[config.mk]
export PLATFORM = sky130hd
export DESIGN_NAME = pad_xbar_sequencer
export DESIGN_NICKNAME = d
export VERILOG_FILES = /design/src/rtl/pad_xbar_sequencer.sv
export SDC_FILE = /design/constraint.sdc
export NUM_CORES = 1
export LEC_CHECK = 0
export ABC_AREA = 0
export CAP_MARGIN = 20
export CORE_MARGIN = 4
export CORE_UTILIZATION = 40
export DETAILED_ROUTE_END_ITERATION = 8
export PLACE_DENSITY_LB_ADDON = 0.2
export SETUP_SLACK_MARGIN = 0.2
export SKIP_CTS_REPAIR_TIMING = 1
export SYNTH_ARGS = -nofsm -noshare
export SYNTH_HDL_FRONTEND = slang
export SYNTH_SLANG_ARGS = --single-unit
[constraint.sdc]
create_clock -name clk_i -period 3.9 [get_ports clk_i]
set_clock_uncertainty 0.1 [all_clocks]
set_input_delay 0.78 -clock clk_i [delete_from_list [all_inputs] [get_ports clk_i]]
set_output_delay 0.78 -clock clk_i [all_outputs]
set_load 0.01 [all_outputs]
[src/rtl/pad_xbar_sequencer.sv]
// ---------------------------------------------------------------------------
// pad_xbar_sequencer
//
// Purpose:
//   Sequenced, glitch-safe pad crossover for NChan pad channels. Each channel
//   connects its physical pad to source A (DIO side, sel=0) or to source B
//   (MIO side, sel=1). An accepted selector change runs break-before-make:
//     DRAIN  (SettleCycles) : pad OE forced low on the changing channels
//     SWITCH (1 cycle)      : committed selector takes the pending target
//     SETTLE (SettleCycles) : forcing held while the new driver settles
//   Channels that do not change pass through untouched for the whole sequence.
//
// Handshake:
//   A request is accepted in a cycle where sel_valid_i and sel_ready_o are
//   both high. sel_ready_o is high only in IDLE (and, with the lock option,
//   only while unlocked). A requester seeing ready low holds valid and target
//   stable until the accepting cycle.
//
// Configuration macro:
//   PAD_XBAR_LOCK_EN : adds lock_i and a sticky lock register. Once set (only
//                      reset clears it) no further requests are accepted; a
//                      sequence already running still completes.
//
// Ports:
//   clk_i, rst_ni              clock, asynchronous active-low reset
//   sel_target_i/valid/ready   selector request handshake
//   sel_o                      committed selector (1 = B)
//   busy_o                     switch sequence in progress
//   done_o                     one-cycle pulse when a request completes
//   a_out_i/a_oe_i             source A output data / enable
//   b_out_i/b_oe_i             source B output data / enable
//   pad_out_o/pad_oe_o         to pad wrapper
//   pad_in_i/pad_in_raw_i      from pad wrapper
//   a_in_o/a_in_raw_o          pad inputs routed to source A
//   b_in_o/b_in_raw_o          pad inputs routed to source B
//   lock_i                     sticky lock request (PAD_XBAR_LOCK_EN only)
//   dbg_state_o                current FSM state, for observation only
// ---------------------------------------------------------------------------
module pad_xbar_sequencer #(
    parameter int unsigned      NChan        = 4,
    parameter int unsigned      SettleCycles = 4,
    parameter logic [NChan-1:0] ResetSel     = '0
) (
    input  logic             clk_i,
    input  logic             rst_ni,
    input  logic [NChan-1:0] sel_target_i,
    input  logic             sel_valid_i,
    output logic             sel_ready_o,
    output logic [NChan-1:0] sel_o,
    output logic             busy_o,
    output logic             done_o,
    input  logic [NChan-1:0] a_out_i,
    input  logic [NChan-1:0] a_oe_i,
    input  logic [NChan-1:0] b_out_i,
    input  logic [NChan-1:0] b_oe_i,
    output logic [NChan-1:0] pad_out_o,
    output logic [NChan-1:0] pad_oe_o,
    input  logic [NChan-1:0] pad_in_i,
    input  logic [NChan-1:0] pad_in_raw_i,
    output logic [NChan-1:0] a_in_o,
    output logic [NChan-1:0] a_in_raw_o,
    output logic [NChan-1:0] b_in_o,
    output logic [NChan-1:0] b_in_raw_o,
`ifdef PAD_XBAR_LOCK_EN
    input  logic             lock_i,
`endif
    output logic [1:0]       dbg_state_o
);

    localparam int unsigned     CW       = $clog2(SettleCycles + 1);
    localparam logic [CW-1:0]   CNT_LOAD = CW'(SettleCycles - 1);
    localparam logic [CW-1:0]   CNT_ONE  = CW'(1);

    typedef enum logic [1:0] {
        ST_IDLE   = 2'd0,
        ST_DRAIN  = 2'd1,
        ST_SWITCH = 2'd2,
        ST_SETTLE = 2'd3
    } state_t;

    state_t           r_state;
    logic [NChan-1:0] r_sel;
    logic [NChan-1:0] r_pend;
    logic [NChan-1:0] r_chg;
    logic [CW-1:0]    r_cnt;
    logic             r_done;

    state_t           w_state_nxt;
    logic [NChan-1:0] w_sel_nxt;
    logic [NChan-1:0] w_pend_nxt;
    logic [NChan-1:0] w_chg_nxt;
    logic [CW-1:0]    w_cnt_nxt;
    logic             w_done_nxt;
    logic             w_busy;
    logic             w_ready;
    logic             w_accept;
    logic             w_lock;
    logic [NChan-1:0] w_force;

    // ------------------------------------------------------------------
    // Optional sticky lock
    // ------------------------------------------------------------------
`ifdef PAD_XBAR_LOCK_EN
    logic r_lock;

    always_ff @(posedge clk_i or negedge rst_ni) begin
        if (!rst_ni) begin
            r_lock <= 1'b0;
        end else begin
            r_lock <= r_lock | lock_i;
        end
    end

    assign w_lock = r_lock;
`else
    assign w_lock = 1'b0;
`endif

    // ------------------------------------------------------------------
    // FSM: state register
    // ------------------------------------------------------------------
    always_ff @(posedge clk_i or negedge rst_ni) begin
        if (!rst_ni) begin
            r_state <= ST_IDLE;
            r_sel   <= ResetSel;
            r_pend  <= ResetSel;
            r_chg   <= '0;
            r_cnt   <= '0;
            r_done  <= 1'b0;
        end else begin
            r_state <= w_state_nxt;
            r_sel   <= w_sel_nxt;
            r_pend  <= w_pend_nxt;
            r_chg   <= w_chg_nxt;
            r_cnt   <= w_cnt_nxt;
            r_done  <= w_done_nxt;
        end
    end

    // ------------------------------------------------------------------
    // FSM: next state
    // ------------------------------------------------------------------
    always_comb begin
        w_state_nxt = r_state;
        w_sel_nxt   = r_sel;
        w_pend_nxt  = r_pend;
        w_chg_nxt   = r_chg;
        w_cnt_nxt   = r_cnt;
        w_done_nxt  = 1'b0;
        w_busy      = (r_state != ST_IDLE);
        w_ready     = (r_state == ST_IDLE) & ~w_lock;
        w_accept    = sel_valid_i & w_ready;

        unique case (r_state)
            ST_IDLE: begin
                if (w_accept) begin
                    if (sel_target_i == r_sel) begin
                        // Nothing to switch: acknowledge without a sequence.
                        w_done_nxt = 1'b1;
                    end else begin
                        w_pend_nxt  = sel_target_i;
                        w_chg_nxt   = sel_target_i ^ r_sel;
                        w_cnt_nxt   = CNT_LOAD;
                        w_state_nxt = ST_DRAIN;
                    end
                end
            end
            ST_DRAIN: begin
                if (r_cnt == '0) begin
                    w_state_nxt = ST_SWITCH;
                end else begin
                    w_cnt_nxt = r_cnt - CNT_ONE;
                end
            end
            ST_SWITCH: begin
                w_sel_nxt   = r_pend;
                w_cnt_nxt   = CNT_LOAD;
                w_state_nxt = ST_SETTLE;
            end
            ST_SETTLE: begin
                if (r_cnt == '0) begin
                    w_state_nxt = ST_IDLE;
                    w_done_nxt  = 1'b1;
                end else begin
                    w_cnt_nxt = r_cnt - CNT_ONE;
                end
            end
            default: begin
                w_state_nxt = ST_IDLE;
            end
        endcase
    end

    // ------------------------------------------------------------------
    // Datapath: zero-latency muxing; changing channels are blanked while
    // the sequence runs so neither side ever sees or drives the pad.
    // ------------------------------------------------------------------
    assign w_force = r_chg & {NChan{w_busy}};

    assign pad_out_o  = (r_sel & b_out_i) | (~r_sel & a_out_i);
    assign pad_oe_o   = ((r_sel & b_oe_i) | (~r_sel & a_oe_i)) & ~w_force;

    assign a_in_o     = pad_in_i     & ~r_sel & ~w_force;
    assign a_in_raw_o = pad_in_raw_i & ~r_sel & ~w_force;
    assign b_in_o     = pad_in_i     &  r_sel & ~w_force;
    assign b_in_raw_o = pad_in_raw_i &  r_sel & ~w_force;

    assign sel_ready_o = w_ready;
    assign sel_o       = r_sel;
    assign busy_o      = w_busy;
    assign done_o      = r_done;
    assign dbg_state_o = r_state;

endmodule

==> results of run 1 <==
[cell families after synthesis]
logic type	synth area share (%)
simple gates	17.6
mux	16.9
flops	37.1
compound gates	10.6
buf+inv	5.25
xor+xnor	6.39
fa+ha+maj	6.18
[power by group]
| part | switching (mW) | internal (mW) | total [mW] |
|---|---|---|---|
| combinational | 0.386 | 0.494 | 0.880 |
| clock | 0.0598 | 0.0569 | 0.117 |
| sequential | 0.112 | 0.274 | 0.386 |
| total | 0.557 | 0.825 | 1.38 |
[through the flow]
step	instances	area (sq um)	setup WS, ns
after floorplan	122	1210	1.54
after global placement	211	1850	0.992
after detailed placement	211	1850	0.939
after CTS	215	1890	0.574
after global routing	215	1890	0.353
final	215	1890	0.586
[routing by layer]
metal / part of all wire [%] / wire length [um]
met2: 54 / 1750
met4: 0.68 / 22
met5: 0 / 0
met1: 38 / 1240
met3: 7.0 / 228
[registers in the layout (all words and copies together), names as in the netlist]
name,count
sel_o,4
dbg_state_o,2
done_o,1
r_pend,4
r_cnt,3
r_chg,4
[synth_stat cells]
master	instances
a32oi_1	1
mux2_2	10
and3_2	2
nor2_1	16
inv_1	6
dfrtp_1	18
mux2_4	2
mux2i_1	4
nor4_1	1
xor2_1	3
o32a_1	1
ha_1	6
o41ai_4	1
buf_6	1
a2111oi_0	1
a21oi_2	2
and3_1	6
buf_4	2
and2_1	5
nand2_1	12
nor2b_1	3
mux2_1	2
a21oi_1	6
xnor2_1	4
o22a_1	1
a41oi_1	1
a211o_1	1
xor2_2	1
buf_2	3
[area by class of cell]
cell class	count	area [sq um]	area share, %
timing repair buffer	64	638	33.8
inverter	6	22.5	1.19
clock buffer	4	36.3	1.92
tap	31	38.8	2.06
multi-input combinational	92	701	37.1
sequential	18	450	23.9
[final timing paths]
kind | to | startpoint | cells after the start
worst max-delay path | b_in_o[3] | dbg_state_o[0] | 6
worst min-delay path | r_pend[2] | r_pend[2] | 1
worst max register to register | r_pend[1] | dbg_state_o[0] | 6
worst min register to register | r_pend[2] | r_pend[2] | 1
max in group asynchronous | r_pend[2] | rst_ni | 1
min in group asynchronous | r_cnt[1] | rst_ni | 1
==> impl_metrics.tcl, run 1 <==
set metrics [dict create \
    final.period_utilization_pct 85.0 \
    synth_area_leaders "dfrtp_1 (37%), mux2_2 (9.3%), ha_1 (6.2%)" \
    synth.avg_cell_area_sq_um 9.96 \
    fin_hold_ws_ns 0.403 \
    cts-buffers-inserted 3 \
    use_met1_pct 18.4 \
    cpMostUsedCell "inv_1" \
    critPathLaunchType "flip-flop" \
    antenna_found_initial 0 \
    period_needed_ns 3.31 \
    grtUsageTotal_pct 16.9 \
    hpwl_um 2640 \
    cp_data_arrival_time_ns 2.43 \
    tns_ns 0 \
    grt_max_degree 19 \
    antenna_cells 0 \
    crit_required_ns 3.02 \
    syn2layout_area_growth_pct 55.3 \
    seq_area_frac_synth_pct 37.1 \
    power_leakage_nw 0.832 \
    vias 1106 \
    end_kind "output pin" \
    ys_ff_latch 18 \
    synth_fp_nets 159 \
    fmax_mhz 302 \
    wl_um 3250 \
    synth_warnings 0 \
    critPathMaxFanout 11 \
    dieWidth_um 63.1 \
    port_buffers 63 \
    cpPeakStageDelay_ns 0.53 \
    cp_top_family "buffers and inverters" \
    rows 19 \
    path_class "reg -> out" \
    via_per_inst 5.14 \
    ioPinCount 64 \
    drive_gt1_share_pct 12.5 \
    layout_common_cells "clkdlybuf4s50_1 (63), dfrtp_1 (18), nor2_1 (16)" \
    core_sq_um 2830 \
    synth.distinct_cells 29 \
    synth_top_cell_area_share_pct 37.1 \
    htreeDepth 1 \
    yosys.area.top_type "dfrtp_1" \
    dr.pass1.iters 4 \
    synth.cell_area_sq_um 1210 \
    fp.dieH_um 63.1 \
    finalPower_mw 1.38 \
    final_util_pct 66.7 \
    rsz0062_at_grt "false" \
    clock-root-buffer "clkbuf_4" \
    final_hold_viol_count 0 \
    numClockSinks 18 \
    grtUsageMet2_pct 31.4 \
    maxSlewHeadroom_pct 43.9 \
    synthCells 122 \
    antenna_left 0 \
    hold_class "reg -> reg" \
    floorplan.initialDensity_pct 42.9 \
    grt_use_met3_pct 3.55 \
    setup_viol_count_final 0 \
    mostFrequentLayoutCell "clkdlybuf4s50_1" \
    path_cells "inv_1 > ha_1 > inv_1 > nand2_1 > and3_2 > clkdlybuf4s50_1" \
    grt-ovfl-total 0 \
    cts_buffer_depth 2 \
    outcome "completed" \
    powerDensity_nw_per_um2 733 \
    clk_latency_ns 0.29 \
    grt_pass1_vias 1178 \
    dieArea_sq_um 3980 \
    clk_pin_slew_worst_paths_ns 0.10 \
    n_fill_cell 248 \
    busiest_layer "met2" \
    crit_buf_inv 3 \
    drc_errors 0 \
    wl_per_cell_um 15.1 \
    nNetsFinal 222 \
    worst_pin_slew_ns 0.839 \
    cts_tree "built" \
    routabilityCongestion 0.785 \
    r2r_setup_slack_ns 1.47 \
    cap_violations 0 \
    timing.final.max_slew_violations 0 \
    grt_pass1_wl_um 5420 \
    slowest_stage "clkdlybuf4s50_1" \
    drt_iter0_drc 35 \
    worst_ir_drop_vdd_mv 0.407 \
]
(Power assumes the default switching activity.)
==> run 2: changes to the inputs <==
CORE_UTILIZATION = 35   (was 40)
clock period = 3 ns   (was 3.9 ns; I/O delays follow)
==> impl_metrics.tcl, run 2 (synthesis results as in run 1) <==
set metrics [dict create \
    rows 21 \
    final_hold_viol_count 0 \
    core_sq_um 3340 \
    switching_power_mw 0.734 \
    routabilityCongestion 0.787 \
    mostFrequentLayoutCell "clkdlybuf4s50_1" \
    period_needed_ns 2.76 \
    grt_pass1_wl_um 5000 \
    tns_ns 0 \
    crit_required_ns 2.30 \
    htreeDepth 1 \
    hpwl_um 2560 \
    timing.final.max_slew_violations 0 \
    drc_errors 0 \
    port_buffers 63 \
    floorplan.initialDensity_pct 36.4 \
    hold_class "reg -> reg" \
    via_per_inst 4.76 \
    grt_max_degree 19 \
    clk_pin_slew_worst_paths_ns 0.10 \
    powerDensity_nw_per_um2 948 \
    cap_violations 0 \
    drive_gt1_share_pct 17.8 \
    antenna_cells 0 \
    rsz0062_at_grt "true" \
    antenna_found_initial 0 \
    dr.pass1.iters 4 \
    worstRegToRegCells 4 \
    clk_latency_ns 0.29 \
    dieWidth_um 66.9 \
    cts_tree "built" \
    dieArea_sq_um 4480 \
    outcome "completed" \
    critPathLaunchType "flip-flop" \
    r2r_setup_slack_ns 1.08 \
    pwr-share-seq_pct 26.8 \
    grt-ovfl-total 0 \
    timing.rr.start "sel_o[3]" \
    setup_viol_count_final 0 \
    fmax_mhz 363 \
    cts-buffers-inserted 3 \
    grt_pass1_vias 1141 \
    clock-root-buffer "clkbuf_4" \
    regToRegEndpoint "dbg_state_o[1]" \
    finalPower_mw 1.87 \
    min_path_cells 1 \
    hold_start "r_pend[3]" \
    fp.dieH_um 66.9 \
    cp_data_arrival_time_ns 2.06 \
    pwr-share-comb_pct 65.2 \
    vias 1129 \
    grtUsageTotal_pct 14.8 \
    power_leakage_nw 0.898 \
    numClockSinks 18 \
    cts_buffer_depth 2 \
    path_class "reg -> out" \
    p_int_mw 1.14 \
    wl_per_cell_um 13.5 \
    drt_iter0_drc 15 \
    antenna_left 0 \
    worst_ir_drop_vdd_mv 0.591 \
    clkPwrFrac_pct 8.0 \
    whs_endpoint "r_pend[3]" \
    worst_slack_ns 0.245 \
    layout_common_cells "clkdlybuf4s50_1 (61), dfrtp_1 (17), nor2_1 (16)" \
    end_kind "output pin" \
    final.period_utilization_pct 91.8 \
    wl_um 3200 \
    dp_slack_ns 0.466 \
    maxSlewHeadroom_pct 47.1 \
    nNetsFinal 229 \
    worst_pin_slew_ns 0.791 \
    critPathMaxFanout 10 \
    switching_share_pct 39.2 \
    ioPinCount 64 \
    syn2layout_area_growth_pct 62.4 \
]
## run 2: how the worst max path moves through the flow
stage	startpoint	end	slack (ns)
global placement	b_oe_i[3]	pad_oe_o[3]	0.53
CTS	dbg_state_o[0]	a_in_raw_o[1]	0.13
finish	dbg_state_o[0]	a_in_raw_o[1]	0.24
floorplan	dbg_state_o[0]	b_in_o[3]	0.82
global route	dbg_state_o[0]	a_in_raw_o[1]	0.16
detailed placement	dbg_state_o[0]	a_in_raw_o[1]	0.47
## run 2: worst max-delay path, stage by stage (launching register included)
cell,delay (ns)
dfrtp_2,0.45
inv_1,0.10
ha_2,0.21
buf_6,0.14
nor2b_2,0.05
nor2_1,0.12
and2_1,0.15
clkdlybuf4s50_1,0.54
## run 2: metal layers
| metal | part of all wire, % | vias to the layer above | global-route usage (%) |
|---|---|---|---|
| met5 | 0 | - | 0 |
| met1 | 38 | 519 | 15.5 |
| li1 | - | 557 | - |
| met2 | 52 | 45 | 28.2 |
| met3 | 7.8 | 8 | 2.36 |
| met4 | 2.2 | 0 | 6.84 |
## run 2: per-stage QoR
stage	std cells	instance area (sq um)	hold slack, ns	util [%]
finish	237	1970	0.396	59.1
global route	237	1970	0.436	59.1
CTS	232	1920	0.400	57.6
detailed placement	228	1880	0.377	56.5
global placement	228	1880	0.364	56.5
floorplan	122	1210	0.204	-
## run 2: final cells by class
cell class	instances	area, sq um
clock buffer	4	36.3
fill	302	1360
inverter	6	22.5
multi-input combinational	92	706
sequential	18	452
tap	46	57.6
timing repair buffer	71	699
## run 2: power groups by stage
stage / registers [mW] / clock network, mW / logic, mW
6_report: 0.501 / 0.149 / 1.22
5_1_grt: 0.522 / 0.162 / 1.33
4_1_cts: 0.504 / 0.153 / 1.16
3_5_place_dp: 0.510 / 0 / 1.16
3_3_place_gp: 0.498 / 0 / 1.12
2_1_floorplan: 0.445 / 0 / 0.730
